## config.mk

```make
export PLATFORM = sky130hd
export DESIGN_NAME = pkt_wr_sched_flat
export DESIGN_NICKNAME = d
export VERILOG_FILES = /design/src/rtl/pkt_wr_pkg.sv /design/src/rtl/pkt_wr_sched_if.sv /design/src/rtl/ring_space_calc.sv /design/src/rtl/pkt_wr_sched.sv /design/src/flat_wrapper.sv
export SDC_FILE = /design/constraint.sdc
export NUM_CORES = 1
export LEC_CHECK = 0
export ABC_AREA = 1
export BUFFER_PORTS_ARGS = -buffer_cell sky130_fd_sc_hd__buf_2
export CAP_MARGIN = 20
export CELL_PAD_IN_SITES_DETAIL_PLACEMENT = 1
export CELL_PAD_IN_SITES_GLOBAL_PLACEMENT = 2
export CORE_AREA = 2 2 269 205
export CTS_CLUSTER_DIAMETER = 150
export DETAILED_ROUTE_END_ITERATION = 6
export DIE_AREA = 0 0 271 207
export HOLD_SLACK_MARGIN = 0.03
export PLACE_DENSITY = 0.76
export RECOVER_POWER = 50
export SETUP_SLACK_MARGIN = 0.4
export SKIP_LAST_GASP = 1
export SYNTH_ARGS = -nofsm -noshare
export SYNTH_HDL_FRONTEND = slang
export SYNTH_SLANG_ARGS = --single-unit
```

## constraint.sdc

```tcl
create_clock -name clk -period 4.8 [get_ports clk]
set_input_delay 0.48 -clock clk [delete_from_list [all_inputs] [get_ports clk]]
set_output_delay 0.48 -clock clk [all_outputs]
set_load 0.02 [all_outputs]
```

## src/rtl/pkt_wr_pkg.sv

```systemverilog
// Shared types, constants and helpers for the packet write scheduler.
package pkt_wr_pkg;

  typedef enum logic [2:0] {
    S_IDLE,
    S_CHECK,
    S_ISSUE,
    S_WAIT,
    S_COMMIT,
    S_ERR
  } sched_state_t;

  // Packets are stored on 4-byte boundaries.
  // One alignment unit stays unused so a full ring never looks empty.
  localparam int PKT_ALIGN = 4;

  // Control word layout: {packet count, descriptor length}.
  localparam int CTRL_LEN_LSB = 0;
  localparam int CTRL_LEN_W   = 16;
  localparam int CTRL_CNT_LSB = 16;
  localparam int CTRL_CNT_W   = 16;

  // Round a byte length up to the next alignment unit.
  function automatic logic [31:0] round4(input logic [CTRL_LEN_W-1:0] len);
    logic [31:0] l;
    l = {{(32-CTRL_LEN_W){1'b0}}, len};
    return (l + 32'(PKT_ALIGN - 1)) & ~32'(PKT_ALIGN - 1);
  endfunction

endpackage

```

## src/rtl/pkt_wr_sched_if.sv

```systemverilog
// Descriptor handshake plus the wr_ctrl command bus.
interface pkt_wr_sched_if;
  import pkt_wr_pkg::*;

  logic                  desc_valid;
  logic [CTRL_LEN_W-1:0] desc_len;
  logic                  desc_ready;
  logic [31:0]           host_rd_ptr;
  logic                  wr_ctrl;
  logic [31:0]           control;
  logic [31:0]           pkt_begin;
  logic [31:0]           pkt_end;
  logic [31:0]           write_address;
  logic                  wr_ctrl_rdy;

  // Scheduler side.
  modport master (
    input  desc_valid, desc_len, host_rd_ptr, wr_ctrl_rdy,
    output desc_ready, wr_ctrl, control, pkt_begin, pkt_end, write_address
  );

  // Capture / host / wr_ctrl side.
  modport slave (
    output desc_valid, desc_len, host_rd_ptr, wr_ctrl_rdy,
    input  desc_ready, wr_ctrl, control, pkt_begin, pkt_end, write_address
  );
endinterface

```

## src/rtl/ring_space_calc.sv

```systemverilog
// Placement of one packet in the ring: start offset, wrap decision and
// whether the host has freed enough room (including the skipped tail pad).
module ring_space_calc
  import pkt_wr_pkg::*;
#(
  parameter int unsigned BUF_SIZE = 32'h10000
) (
  input  logic [31:0] wr_ptr,
  input  logic [31:0] host_rd_ptr,
  input  logic [31:0] len_w,
  output logic [31:0] start,
  output logic        wrap,
  output logic        fits
);

  localparam logic [32:0] SIZE = 33'(BUF_SIZE);
  localparam logic [31:0] MASK = 32'(BUF_SIZE - 1);

  logic [31:0] used;
  logic [32:0] need;

  // need <= free, with free = SIZE - ALIGN - used, rewritten as a sum so
  // a bogus host pointer can never underflow the comparison.
  always_comb begin
    used  = (wr_ptr - host_rd_ptr) & MASK;
    wrap  = ({1'b0, wr_ptr} + {1'b0, len_w}) > SIZE;
    start = wrap ? 32'd0 : wr_ptr;
    need  = wrap ? (SIZE - {1'b0, wr_ptr}) + {1'b0, len_w} : {1'b0, len_w};
    fits  = (need + {1'b0, used} + 33'(PKT_ALIGN)) <= SIZE;
  end

endmodule

```

## src/rtl/pkt_wr_sched.sv

```systemverilog
// Packet write scheduler: places each accepted descriptor in the capture
// ring, drives one wr_ctrl burst per packet and commits the write pointer.
module pkt_wr_sched
  import pkt_wr_pkg::*;
#(
  parameter logic [31:0] BUF_BASE = 32'h8000,
  parameter int unsigned BUF_SIZE = 32'h10000,
  parameter int unsigned MAX_PKT  = 2048,
  parameter int unsigned TIMEOUT  = 4096
) (
  input  logic           clk,
  input  logic           reset,
  pkt_wr_sched_if.master bus,
  output logic [31:0]    wr_ptr,
  output logic [31:0]    pkt_cnt,
  output logic [31:0]    wrap_cnt,
  output logic           full,
  output logic           pkt_done,
  output logic           err_oversize,
  output logic           err_timeout
);

  localparam logic [31:0] RING_MASK = 32'(BUF_SIZE - 1);
  localparam logic [31:0] WD_LAST   = 32'(TIMEOUT - 1);

  sched_state_t          state_reg, state_next;
  logic [CTRL_LEN_W-1:0] len_raw_reg;
  logic [31:0]           len_w_reg, start_reg, wd_reg;
  logic                  wrapped_reg;
  logic [31:0]           control_reg, pkt_end_reg, write_address_reg;
  logic [31:0]           wr_ptr_reg, pkt_cnt_reg, wrap_cnt_reg;
  logic                  err_oversize_reg, err_timeout_reg;

  logic [31:0] calc_start, control_next;
  logic        calc_wrap, calc_fits;
  logic        desc_fire, desc_legal, wd_expired, do_commit;

  ring_space_calc #(.BUF_SIZE(BUF_SIZE)) u_space (
    .wr_ptr      (wr_ptr_reg),
    .host_rd_ptr (bus.host_rd_ptr),
    .len_w       (len_w_reg),
    .start       (calc_start),
    .wrap        (calc_wrap),
    .fits        (calc_fits)
  );

  assign desc_fire  = (state_reg == S_IDLE) && bus.desc_valid;
  assign desc_legal = (bus.desc_len != '0) &&
                      ({{(32-CTRL_LEN_W){1'b0}}, bus.desc_len} <= 32'(MAX_PKT));
  assign wd_expired = (wd_reg == WD_LAST);
  assign do_commit  = (state_reg == S_WAIT) && (state_next == S_COMMIT);

  // Next-state and per-state output decode.
  always_comb begin
    state_next     = state_reg;
    bus.desc_ready = 1'b0;
    bus.wr_ctrl    = 1'b0;
    full           = 1'b0;
    pkt_done       = 1'b0;
    case (state_reg)
      S_IDLE: begin
        bus.desc_ready = 1'b1;
        if (desc_fire && desc_legal) state_next = S_CHECK;
      end
      S_CHECK: begin
        full = !calc_fits;
        if (calc_fits) state_next = S_ISSUE;
      end
      S_ISSUE: begin
        bus.wr_ctrl = 1'b1;
        if (wd_expired)            state_next = S_ERR;
        else if (!bus.wr_ctrl_rdy) state_next = S_WAIT;
      end
      S_WAIT: begin
        bus.wr_ctrl = 1'b1;
        if (wd_expired)           state_next = S_ERR;
        else if (bus.wr_ctrl_rdy) state_next = S_COMMIT;
      end
      S_COMMIT: begin
        pkt_done   = 1'b1;
        state_next = S_IDLE;
      end
      default: state_next = S_ERR;
    endcase
  end

  // Control word for the packet about to be issued.
  always_comb begin
    control_next = '0;
    control_next[CTRL_CNT_LSB +: CTRL_CNT_W] = pkt_cnt_reg[CTRL_CNT_W-1:0];
    control_next[CTRL_LEN_LSB +: CTRL_LEN_W] = len_raw_reg;
  end

  // State register, descriptor latch, watchdog, arguments and commit.
  always_ff @(posedge clk) begin
    if (reset) begin
      state_reg         <= S_IDLE;
      len_raw_reg       <= '0;
      len_w_reg         <= '0;
      start_reg         <= '0;
      wrapped_reg       <= 1'b0;
      wd_reg            <= '0;
      control_reg       <= '0;
      pkt_end_reg       <= '0;
      write_address_reg <= '0;
      wr_ptr_reg        <= '0;
      pkt_cnt_reg       <= '0;
      wrap_cnt_reg      <= '0;
      err_oversize_reg  <= 1'b0;
      err_timeout_reg   <= 1'b0;
    end else begin
      state_reg <= state_next;
      if (desc_fire) begin
        len_raw_reg <= bus.desc_len;
        len_w_reg   <= round4(bus.desc_len);
        if (bus.desc_len != '0 && !desc_legal) err_oversize_reg <= 1'b1;
      end
      if (state_reg == S_ISSUE || state_reg == S_WAIT) wd_reg <= wd_reg + 32'd1;
      else                                             wd_reg <= '0;
      if (state_reg == S_CHECK && calc_fits) begin
        start_reg         <= calc_start;
        wrapped_reg       <= calc_wrap;
        control_reg       <= control_next;
        pkt_end_reg       <= len_w_reg;
        write_address_reg <= BUF_BASE + calc_start;
      end
      if (do_commit) begin
        wr_ptr_reg   <= (start_reg + len_w_reg) & RING_MASK;
        pkt_cnt_reg  <= pkt_cnt_reg + 32'd1;
        wrap_cnt_reg <= wrap_cnt_reg + {31'd0, wrapped_reg};
      end
      if (state_next == S_ERR) err_timeout_reg <= 1'b1;
    end
  end

  assign bus.control       = control_reg;
  assign bus.pkt_begin     = 32'd0;
  assign bus.pkt_end       = pkt_end_reg;
  assign bus.write_address = write_address_reg;
  assign wr_ptr            = wr_ptr_reg;
  assign pkt_cnt           = pkt_cnt_reg;
  assign wrap_cnt          = wrap_cnt_reg;
  assign err_oversize      = err_oversize_reg;
  assign err_timeout       = err_timeout_reg;

endmodule

```

## src/flat_wrapper.sv

```systemverilog
// flat-port wrapper written by rule: the top's interface ports become plain ports
module pkt_wr_sched_flat import pkt_wr_pkg::*;
#(
  parameter logic [31:0] BUF_BASE = 32'h8000,
  parameter int unsigned BUF_SIZE = 32'h10000,
  parameter int unsigned MAX_PKT  = 2048,
  parameter int unsigned TIMEOUT  = 4096
)
  (clk, reset, wr_ptr, pkt_cnt, wrap_cnt, full, pkt_done, err_oversize, err_timeout, bus_desc_valid, bus_desc_len, bus_host_rd_ptr, bus_wr_ctrl_rdy, bus_desc_ready, bus_wr_ctrl, bus_control, bus_pkt_begin, bus_pkt_end, bus_write_address);
  pkt_wr_sched_if bus_i ();
  input  logic clk;
  input  logic reset;
  output logic [31:0] wr_ptr;
  output logic [31:0] pkt_cnt;
  output logic [31:0] wrap_cnt;
  output logic full;
  output logic pkt_done;
  output logic err_oversize;
  output logic err_timeout;
  input wire logic [$bits(bus_i.desc_valid)-1:0] bus_desc_valid;
  input wire logic [$bits(bus_i.desc_len)-1:0] bus_desc_len;
  input wire logic [$bits(bus_i.host_rd_ptr)-1:0] bus_host_rd_ptr;
  input wire logic [$bits(bus_i.wr_ctrl_rdy)-1:0] bus_wr_ctrl_rdy;
  output wire logic [$bits(bus_i.desc_ready)-1:0] bus_desc_ready;
  output wire logic [$bits(bus_i.wr_ctrl)-1:0] bus_wr_ctrl;
  output wire logic [$bits(bus_i.control)-1:0] bus_control;
  output wire logic [$bits(bus_i.pkt_begin)-1:0] bus_pkt_begin;
  output wire logic [$bits(bus_i.pkt_end)-1:0] bus_pkt_end;
  output wire logic [$bits(bus_i.write_address)-1:0] bus_write_address;
  assign bus_i.desc_valid = bus_desc_valid;
  assign bus_i.desc_len = bus_desc_len;
  assign bus_i.host_rd_ptr = bus_host_rd_ptr;
  assign bus_i.wr_ctrl_rdy = bus_wr_ctrl_rdy;
  assign bus_desc_ready = bus_i.desc_ready;
  assign bus_wr_ctrl = bus_i.wr_ctrl;
  assign bus_control = bus_i.control;
  assign bus_pkt_begin = bus_i.pkt_begin;
  assign bus_pkt_end = bus_i.pkt_end;
  assign bus_write_address = bus_i.write_address;
  pkt_wr_sched #(.BUF_BASE(BUF_BASE), .BUF_SIZE(BUF_SIZE), .MAX_PKT(MAX_PKT), .TIMEOUT(TIMEOUT)) u_core (.clk(clk), .reset(reset), .bus(bus_i), .wr_ptr(wr_ptr), .pkt_cnt(pkt_cnt), .wrap_cnt(wrap_cnt), .full(full), .pkt_done(pkt_done), .err_oversize(err_oversize), .err_timeout(err_timeout));
endmodule
```

==> results.txt, run 1 <==
status: finished with violations
failing checks: negative setup slack
Core Footprint: 53600 µm²
Pre-antenna DRT Iters: 5
die height: 207 µm
Synth area leader: dfxtp_1
P_int: 3.43 mW
CTS tree: built
clk slew on worst S/H paths: 70 ps
crit path DAT: 5350 ps
mean routed wirelength per cell: 18.5 µm
H-tree depth: 1
commonest non-fill, non-tap cells in the layout: nand2_1 (435), inv_1 (254), dfxtp_1 (206), buf_4 (180), nor2_1 (156)
layout cells sized above 1: 0.275
largest net degree at the start of global routing: 91
die area: 56100 µm²
most common cell after layout, fill and taps aside: nand2_1
Hold Crit Class: in2reg
Pwr Density: 221 nW/µm²
Buf/Inv on CP: 7
sequential share of power: 0.380
via count: 16.2k
CP endpoint: full
kind of critical path: reg2out
Req. time, crit path: 4320 ps
DRC: 0
pre-CTS setup slack: -906 ps
Mean Syn Cell Area: 6.68 µm²
reg2reg setup slack: -1000 ps
Synth Register Bits: 213
sinks on the clock net: 213
static leakage: 9.48 nW
vias in the first global route: 16.1k
ANT nets after route: 0
final worst-path cycle share: 1.21
Critical Path Source: u_core.wr_ptr[2]
vias per std cell: 4.81
total gr overflow: 0
number of port buffers: 185
Setup Skew: 20.0 ps
CP Capture Type: output pin
Mapped Cells: 2215
Worst slew margin: 0.249
std cell rows: 74
CP delay by family, top: simple AND/OR/NAND/NOR gates
nets: 2768
Max Slew Vio Count: 0
clock root cell: clkbuf_16
final setup fails: 149
initial antenna violation count: 8
total wire length: 62300 µm
Initial Util: 0.276
hold_buf cts: 0
Tightest Pin Transition: 1120 ps
end of the worst register-to-register path: u_core.bus.control[1]
CTS Buffer Depth: 3
max cap viols: 0
total track usage: 0.209
cell mode on critical path: nand2_1
Clock Power Share: 0.454
Detailed Place HPWL: 43700 µm
setup TNS: -122100 ps
top cells by area, synth: dfxtp_1 (29%), nand2_1 (14%), a21oi_1 (7.9%)
synthesized area: 14800 µm²
fmax: 172 MHz
reg2reg path depth: 41
DP Cell Count: 3235
post-synth cell types: 46
FF-to-FF Start: u_core.wr_ptr[2]
Worst path max stage delay: 430 ps
top cell type's share of synthesized area: 0.288
Comb pwr share: 0.166
switching share of power: 0.277
Slowest-stage cell, CP: fa_2
fin crit period: 5830 ps
global-route wire length before repair: 93700 µm
DR iter-0 viols: 982
Max FO, Critical Path: 5
Area growth, synth to finish: 44.9%
Worst setup SP type: flip-flop
Net Switching: 1.31 mW
setup ws final: -1030 ps
RSZ-0062 raised after global routing: yes
clock latency on the worst-skew pair: 550 ps
maximum vdd ir drop: 0.000206 V
final count of hold timing violations: 0
CTS Buf Count: 24
Worst path depth: 38
yosys warns: 0
Seq/Total Area, Yosys: 0.288
fin cells: 3361
Die W: 271 µm
Final Wtd Congestion: 0.886
# IOs: 282
[through the flow]
step	area, µm²	util	power (mW)	hold slack, ps
after floorplan	15300	-	2.27	413
after global placement	17700	0.330	2.44	425
after detailed placement	17700	0.330	2.46	440
after CTS	20600	0.384	4.74	190
after global routing	21500	0.400	4.94	213
final	21500	0.400	4.74	222
[final cells by class]
cell class              instances  area, µm²
diodes                          5       12.5
clock buffers                  35        733
clock inverters                 8        169
fillers                      6597      32200
inverters                     269       1030
multi-input cells            1659      10600
flip-flops and latches        213       4280
well taps                     722        903
repair buffers                448       3750
repair inverters                2       27.5
[per-layer routing]
metal / part of all wire / routed length, µm / global-route usage
met1: 0.48 / 30100 / 0.304
met2: 0.45 / 28000 / 0.327
met3: 0.053 / 3290 / 0.0335
met4: 0.013 / 826 / 0.0328
met5: 0.00056 / 35 / 0
[worst register-to-register path: cells and delay by family, from the launching register on]
family	cells	cell delay [ps]
compound gates	8	1060
simple gates	13	1440
buf+inv	15	1590
fa+ha+maj	3	870
xor+xnor	2	370
flops	1	370
[what timing repair did]
item	CTS	global route
cloned	23	6
pin swaps	62	93
resized for setup	290	209
endpoints found under the hold margin	0	0
endpoints found under the setup margin	149	149
setup buffers	38	9
[cell families after synthesis]
kind of cell	count (synthesis)	share of synthesized area
compound gates	337	0.119
other cells	1	0.000253
simple gates	1014	0.297
fa+ha+maj	99	0.0862
buf+inv	423	0.134
flops	213	0.288
xor+xnor	128	0.0757
[Yosys cell counts, drive strengths merged]
cell type    n
nand2      559
inv        269
a21oi      236
dfxtp      213
nor2       176
buf        118
xor2        97
ha          94
nand4       88
nand3       78
o21ai       73
nor3        59
clkbuf      36
xnor2       31
nor4        27
nor2b        9
nor3b        7
o21bai       6
a211oi       5
a31oi        5
fa           5
or2          5
o211ai       4
o21a         3
and2         2
and3         2
o221ai       2
conb         1
nand3b       1
o211a        1
o22ai        1
o2bb2ai      1
or3          1
[power groups by stage]
stage / Clock [mW] / Combinational, mW / Sequential, mW
finish: 2.15 / 0.788 / 1.80
global route: 2.28 / 0.857 / 1.80
CTS: 2.21 / 0.730 / 1.80
detailed placement: 0 / 0.622 / 1.84
global placement: 0 / 0.605 / 1.84
floorplan: 0 / 0.425 / 1.85
[worst min path at each step]
stage / startpoint / end / slack [ps] / depth (start not counted)
after CTS: bus_desc_len[1] / u_core.len_raw_reg[1] / 190 / 3
after floorplan: u_core.wd_reg[0] / u_core.wd_reg[0] / 410 / 1
after detailed placement: u_core.wd_reg[0] / u_core.wd_reg[0] / 440 / 1
final: bus_desc_len[1] / u_core.len_raw_reg[1] / 220 / 3
after global routing: bus_desc_len[1] / u_core.len_raw_reg[1] / 210 / 3
after global placement: u_core.wd_reg[0] / u_core.wd_reg[0] / 420 / 1
Power figures use the tool's default switching activity.
==> run 2: changes to the inputs <==
--- a/config.mk
+++ b/config.mk
@@ -16,7 +16,7 @@
 export DIE_AREA = 0 0 271 207
 export HOLD_SLACK_MARGIN = 0.03
 export PLACE_DENSITY = 0.76
-export RECOVER_POWER = 50
+export RECOVER_POWER = 25
 export SETUP_SLACK_MARGIN = 0.4
 export SKIP_LAST_GASP = 1
 export SYNTH_ARGS = -nofsm -noshare
==> run 2 against run 1 <==
The flow still finishes with violations (negative setup slack). Core utilization increased by 0.12 points. Die area stayed put. Sequential share of layout area shrank 0.061 points. Hold slack is essentially flat. Clock power is essentially flat. Flip-flop and latch count stayed put. Global-route usage stayed put. First-iteration DRC count decreased by 1.3%. Final cell count unchanged.
==> results.txt, run 2 (synthesis results as in run 1) <==
initial antenna violation count: 8 (unchanged)
Max FO, Critical Path: 4 (was 5)
Buf/Inv on CP: 8 (was 7)
H-tree depth: 1 (unchanged)
CTS tree: built (unchanged)
hold path cells: 3 (unchanged)
CP Capture Type: output pin (unchanged)
ANT nets after route: 0 (unchanged)
hold_buf cts: 0 (unchanged)
# IOs: 282 (unchanged)
hold path start: bus_desc_len[1] (unchanged)
layout cells sized above 1: 0.295 (was 0.275)
clk slew on worst S/H paths: 70 ps (about the same)
reg2reg path depth: 41 (unchanged)
Tightest Pin Transition: 1130 ps (was 1120 ps)
CTS Buf Count: 24 (unchanged)
Die W: 271 µm (unchanged)
total wire length: 62300 µm (about the same)
reg2reg setup slack: -990 ps (was -1000 ps)
DR iter-0 viols: 969 (was 982)
Pwr Density: 220 nW/µm² (was 221 nW/µm²)
vias in the first global route: 16.1k (unchanged)
M1 wire length: 30200 µm (was 30100 µm)
DRC: 0 (unchanged)
Area growth, synth to finish: 45.4% (was 44.9%)
pre-CTS setup slack: -906 ps (unchanged)
mean routed wirelength per cell: 18.5 µm (about the same)
Req. time, crit path: 4320 ps (about the same)
total gr overflow: 0 (unchanged)
Worst setup SP type: flip-flop (unchanged)
crit path DAT: 5340 ps (was 5350 ps)
post-route design area: 21500 µm² (about the same)
Worst path max stage delay: 370 ps (was 430 ps)
final setup fails: 149 (unchanged)
failing checks: negative setup slack (unchanged)
CP delay by family, top: simple AND/OR/NAND/NOR gates (unchanged)
status: finished with violations (unchanged)
Initial Util: 0.276 (unchanged)
end of the worst register-to-register path: u_core.bus.control[1] (unchanged)
clock latency on the worst-skew pair: 550 ps (about the same)
largest net degree at the start of global routing: 91 (unchanged)
Detailed Place HPWL: 43700 µm (unchanged)
Setup Skew: 18.7 ps (was 20.0 ps)
std cell rows: 74 (unchanged)
fillers: 6577 (was 6597)
fin crit period: 5820 ps (was 5830 ps)
CTS Buffer Depth: 3 (unchanged)
final count of hold timing violations: 0 (unchanged)
met3 wire length: 3240 µm (was 3290 µm)
commonest non-fill, non-tap cells in the layout: nand2_1 (435), inv_1 (254), dfxtp_1 (206), buf_4 (180), nor2_1 (156) (unchanged)
met2 WL: 28100 µm (was 28000 µm)
Hold Crit Class: in2reg (unchanged)
clock root cell: clkbuf_16 (unchanged)
setup TNS: -121040 ps (was -122100 ps)
kind of critical path: reg2out (unchanged)
sinks on the clock net: 213 (unchanged)
vias per std cell: 4.80 (was 4.81)
max cap viols: 0 (unchanged)
die height: 207 µm (unchanged)
RSZ-0062 raised after global routing: yes (unchanged)
die area: 56100 µm² (unchanged)
DR top layer: met5 (unchanged)
nets: 2768 (unchanged)
maximum vdd ir drop: 0.000206 V (about the same)
Max Slew Vio Count: 0 (unchanged)
most common cell after layout, fill and taps aside: nand2_1 (unchanged)
Critical Path Source: u_core.wr_ptr[2] (unchanged)
static leakage: 9.71 nW (was 9.48 nW)
Worst slew margin: 0.245 (was 0.249)
total track usage: 0.209 (unchanged)
global-route wire length before repair: 93700 µm (unchanged)
final worst-path cycle share: 1.21 (about the same)
FF-to-FF Start: u_core.wr_ptr[2] (unchanged)
Final Wtd Congestion: 0.886 (unchanged)
Pre-antenna DRT Iters: 4 (was 5)
number of port buffers: 185 (unchanged)
fmax: 172 MHz (about the same)
DP Area: 17700 µm² (unchanged)
via count: 16.1k (was 16.2k)
hold path endpoint: u_core.len_raw_reg[1] (unchanged)
Core Util, Final: 0.402 (was 0.400)
Final Hold Slack: 221 ps (was 222 ps)
Core Footprint: 53600 µm² (unchanged)
Slowest-stage cell, CP: dfxtp_4 (was fa_2)
setup ws final: -1020 ps (was -1030 ps)
-- run 2: changes by cell type in the layout (fill, tap and decap cells not counted), sizes merged --
cell / change
clkbuf: -53
buf: +53
-- run 2: area by class of cell --
| class | instances | area [µm²] | area share |
|---|---|---|---|
| Antenna cell | 5 | 12.5 | 0.000581 |
| Clock buffer | 35 | 733 | 0.0341 |
| Clock inverter | 8 | 169 | 0.00785 |
| Inverter | 269 | 1030 | 0.0481 |
| Multi-Input combinational cell | 1659 | 10600 | 0.490 |
| Sequential cell | 213 | 4280 | 0.199 |
| Tap cell | 722 | 903 | 0.0420 |
| Timing Repair Buffer | 448 | 3810 | 0.177 |
| Timing Repair inverter | 2 | 27.5 | 0.00128 |
-- run 2: worst reg2reg max path: cells and delay by family, from the launching register on --
kind,cells,cell delay (ps)
buf+inv,15,1590
simple gates,13,1450
compound gates,8,1060
fa+ha+maj,3,870
flops,1,370
xor+xnor,2,370
-- run 2: per-stage QoR --
step | power (mW) | instances
6_report | 4.74 | 3361
5_1_grt | 4.94 | 3359
4_1_cts | 4.74 | 3339
3_5_place_dp | 2.46 | 3235
3_3_place_gp | 2.44 | 3235
2_1_floorplan | 2.27 | 2294
-- run 2: what timing repair did --
item                       4_1_cts  5_1_grt
pin swaps                       62       93
setup buffers                   38        9
gates cloned                    23        6
resized for setup              290      209
setup endpoints to repair      149      149
hold endpoints to repair         0        0
-- run 2: worst max path at each step --
stage | end | slack (ps) | depth (start not counted)
final | full | -1020 | 35
after global routing | full | -1310 | 35
after CTS | full | -960 | 34
after detailed placement | u_core.pkt_cnt[7] | -910 | 36
after global placement | full | -800 | 36
after floorplan | full | 160 | 38
-- run 2: layer usage --
| metal | global-route usage | vias up |
|---|---|---|
| met5 | 0 | - |
| met4 | 0.0328 | 6 |
| met3 | 0.0335 | 57 |
| met2 | 0.327 | 313 |
| met1 | 0.304 | 7865 |
| li1 | - | 7899 |
-- run 2: power by group --
part           internal (mW)  switching (mW)  total (mW)
clock                   1.32           0.829        2.15
sequential              1.79          0.0155        1.80
combinational          0.317           0.471       0.788
total                   3.43            1.32        4.74
==> run 3: changes to the inputs <==
--- a/config.mk
+++ b/config.mk
@@ -10,10 +10,10 @@
 export CAP_MARGIN = 20
 export CELL_PAD_IN_SITES_DETAIL_PLACEMENT = 1
 export CELL_PAD_IN_SITES_GLOBAL_PLACEMENT = 2
-export CORE_AREA = 2 2 269 205
+export CORE_AREA = 2 2 166 331
 export CTS_CLUSTER_DIAMETER = 150
 export DETAILED_ROUTE_END_ITERATION = 6
-export DIE_AREA = 0 0 271 207
+export DIE_AREA = 0 0 168 333
 export HOLD_SLACK_MARGIN = 0.03
 export PLACE_DENSITY = 0.76
 export RECOVER_POWER = 25
==> run 3 against run 2 <==
The run still ends with negative setup slack left. Total power shrank 5.8%. Combinational power down 5.8%. Sequential share of layout area grew 1.6 points. Sequential power is essentially flat. Wire length is 5.9% higher. Clock power fell by 10%. Die area down 0.27%. Final cell count is 2.7% lower. Clock skew grew 1.5 ps. Highest routed layer unchanged. Via count is 0.67% higher. Critical path type unchanged. Critical endpoint unchanged. Cell area is 7.3% lower. Fmax shrank 0.58%.
==> results.txt, run 3 (synthesis results as in run 1) <==
DR iter-0 viols: 553 (was 969)
Core Footprint: 53300 µm² (was 53600 µm²)
hold path cells: 3 (unchanged)
pre-CTS setup slack: -1100 ps (was -906 ps)
Critical Path Source: u_core.wr_ptr[0] (was u_core.wr_ptr[2])
kind of critical path: reg2out (unchanged)
Initial Util: 0.278 (was 0.276)
vias per std cell: 4.97 (was 4.80)
Final Hold Slack: 211 ps (was 221 ps)
reg2reg path depth: 40 (was 41)
clock latency on the worst-skew pair: 560 ps (was 550 ps)
FF-to-FF Start: u_core.wr_ptr[0] (was u_core.wr_ptr[2])
ANT nets after route: 0 (unchanged)
fmax: 171 MHz (was 172 MHz)
static leakage: 9.12 nW (was 9.71 nW)
die height: 333 µm (was 207 µm)
status: finished with violations (unchanged)
CTS Buf Count: 22 (was 24)
Max FO, Critical Path: 4 (unchanged)
clock root cell: clkbuf_16 (unchanged)
Worst slew margin: 0.360 (was 0.245)
Hold Crit Class: in2reg (unchanged)
Core Util, Final: 0.374 (was 0.402)
total track usage: 0.225 (was 0.209)
Area growth, synth to finish: 34.7% (was 45.4%)
CP Capture Type: output pin (unchanged)
DP Cell Count: 3180 (was 3235)
crit path DAT: 5370 ps (was 5340 ps)
most common cell after layout, fill and taps aside: nand2_1 (unchanged)
total gr overflow: 0 (unchanged)
end of the worst register-to-register path: u_core.pkt_cnt[5] (was u_core.bus.control[1])
fin crit period: 5850 ps (was 5820 ps)
std cell rows: 120 (was 74)
largest net degree at the start of global routing: 71 (was 91)
H-tree depth: 1 (unchanged)
max cap viols: 0 (unchanged)
ant diodes: 0 (was 5)
Max Slew Vio Count: 0 (unchanged)
final count of hold timing violations: 0 (unchanged)
final setup fails: 149 (unchanged)
total wire length: 65900 µm (was 62300 µm)
Pwr Density: 224 nW/µm² (was 220 nW/µm²)
fin cells: 3270 (was 3361)
final worst-path cycle share: 1.22 (was 1.21)
commonest non-fill, non-tap cells in the layout: nand2_1 (523), inv_1 (256), dfxtp_1 (208), a21oi_1 (206), buf_4 (184) (was nand2_1 (435), inv_1 (254), dfxtp_1 (206), buf_4 (180), nor2_1 (156))
CTS tree: built (unchanged)
DRC: 0 (unchanged)
nets: 2734 (was 2768)
Worst setup SP type: flip-flop (unchanged)
hold path start: bus_desc_len[9] (was bus_desc_len[1])
Final Wtd Congestion: 0.919 (was 0.886)
die area: 55900 µm² (was 56100 µm²)
setup ws final: -1050 ps (was -1020 ps)
layout cells sized above 1: 0.221 (was 0.295)
reg2reg setup slack: -910 ps (was -990 ps)
global-route wire length before repair: 97100 µm (was 93700 µm)
Detailed Place HPWL: 48600 µm (was 43700 µm)
Slowest-stage cell, CP: dfxtp_4 (unchanged)
Setup Skew: 20.1 ps (was 18.7 ps)
Req. time, crit path: 4320 ps (about the same)
Pre-antenna DRT Iters: 4 (unchanged)
RSZ-0062 raised after global routing: yes (unchanged)
initial antenna violation count: 4 (was 8)
Tightest Pin Transition: 960 ps (was 1130 ps)
number of port buffers: 185 (unchanged)
Die W: 168 µm (was 271 µm)
# IOs: 282 (unchanged)
failing checks: negative setup slack (unchanged)
clk slew on worst S/H paths: 60 ps (was 70 ps)
maximum vdd ir drop: 0.000207 V (was 0.000206 V)
vias in the first global route: 17.4k (was 16.1k)
Worst path max stage delay: 390 ps (was 370 ps)
CTS Buffer Depth: 3 (unchanged)
mean routed wirelength per cell: 20.2 µm (was 18.5 µm)
hold path endpoint: u_core.len_raw_reg[9] (was u_core.len_raw_reg[1])
sinks on the clock net: 213 (unchanged)
via count: 16.2k (was 16.1k)
## run 3: worst max-delay path by stage
stage | slack [ps] | depth (start not counted) | endpoint
CTS | -1170 | 35 | full
global placement | -960 | 35 | u_core.wrap_cnt[1]
finish | -1050 | 35 | full
global route | -1320 | 36 | full
floorplan | 160 | 38 | full
detailed placement | -1100 | 37 | u_core.pkt_cnt[1]
## run 3: through the flow
stage / TNS, ps / power (mW) / instance area (µm²)
2_1_floorplan: 0 / 2.27 / 15300
6_report: -108260 / 4.47 / 19900
3_3_place_gp: -130420 / 2.48 / 17600
3_5_place_dp: -151030 / 2.49 / 17600
4_1_cts: -112730 / 4.46 / 19300
5_1_grt: -152400 / 4.63 / 19900
## run 3: cell type report
cell class | instances | area (µm²)
Fill cell | 6672 | 33400
Inverter | 269 | 1030
Multi-Input combinational cell | 1658 | 9670
Clock buffer | 30 | 622
Clock inverter | 10 | 150
Tap cell | 671 | 840
Timing Repair Buffer | 419 | 3350
Sequential cell | 213 | 4280
## run 3: repair_timing
action,CTS,global route
hold buffers,0,0
setup buffers,18,10
pin swaps,81,72
gates cloned,16,6
endpoints found under the setup margin,149,149
resized for setup,78,129
## run 3: per-layer routing
layer / vias up / part of all wire / global-route usage
met5: - / 0.00083 / 0
met4: 8 / 0.067 / 0.124
met3: 166 / 0.037 / 0.0286
met2: 396 / 0.57 / 0.471
met1: 7893 / 0.32 / 0.199
li1: 7785 / - / -
## run 3: critical path, delay by kind of cell (launching register included)
family	cells	cell delay, ps
AO/OA/AOI/OAI	5	870
XOR/XNOR	2	270
adder cells (fa/ha/maj)	4	1080
buffers and inverters	7	600
flip-flops	1	390
AND/OR/NAND/NOR	17	1590
## run 3: where the power goes
part	total (mW)	switching (mW)	internal, mW
Combinational	0.742	0.451	0.290
Sequential	1.80	0.0139	1.79
Clock	1.93	0.801	1.12
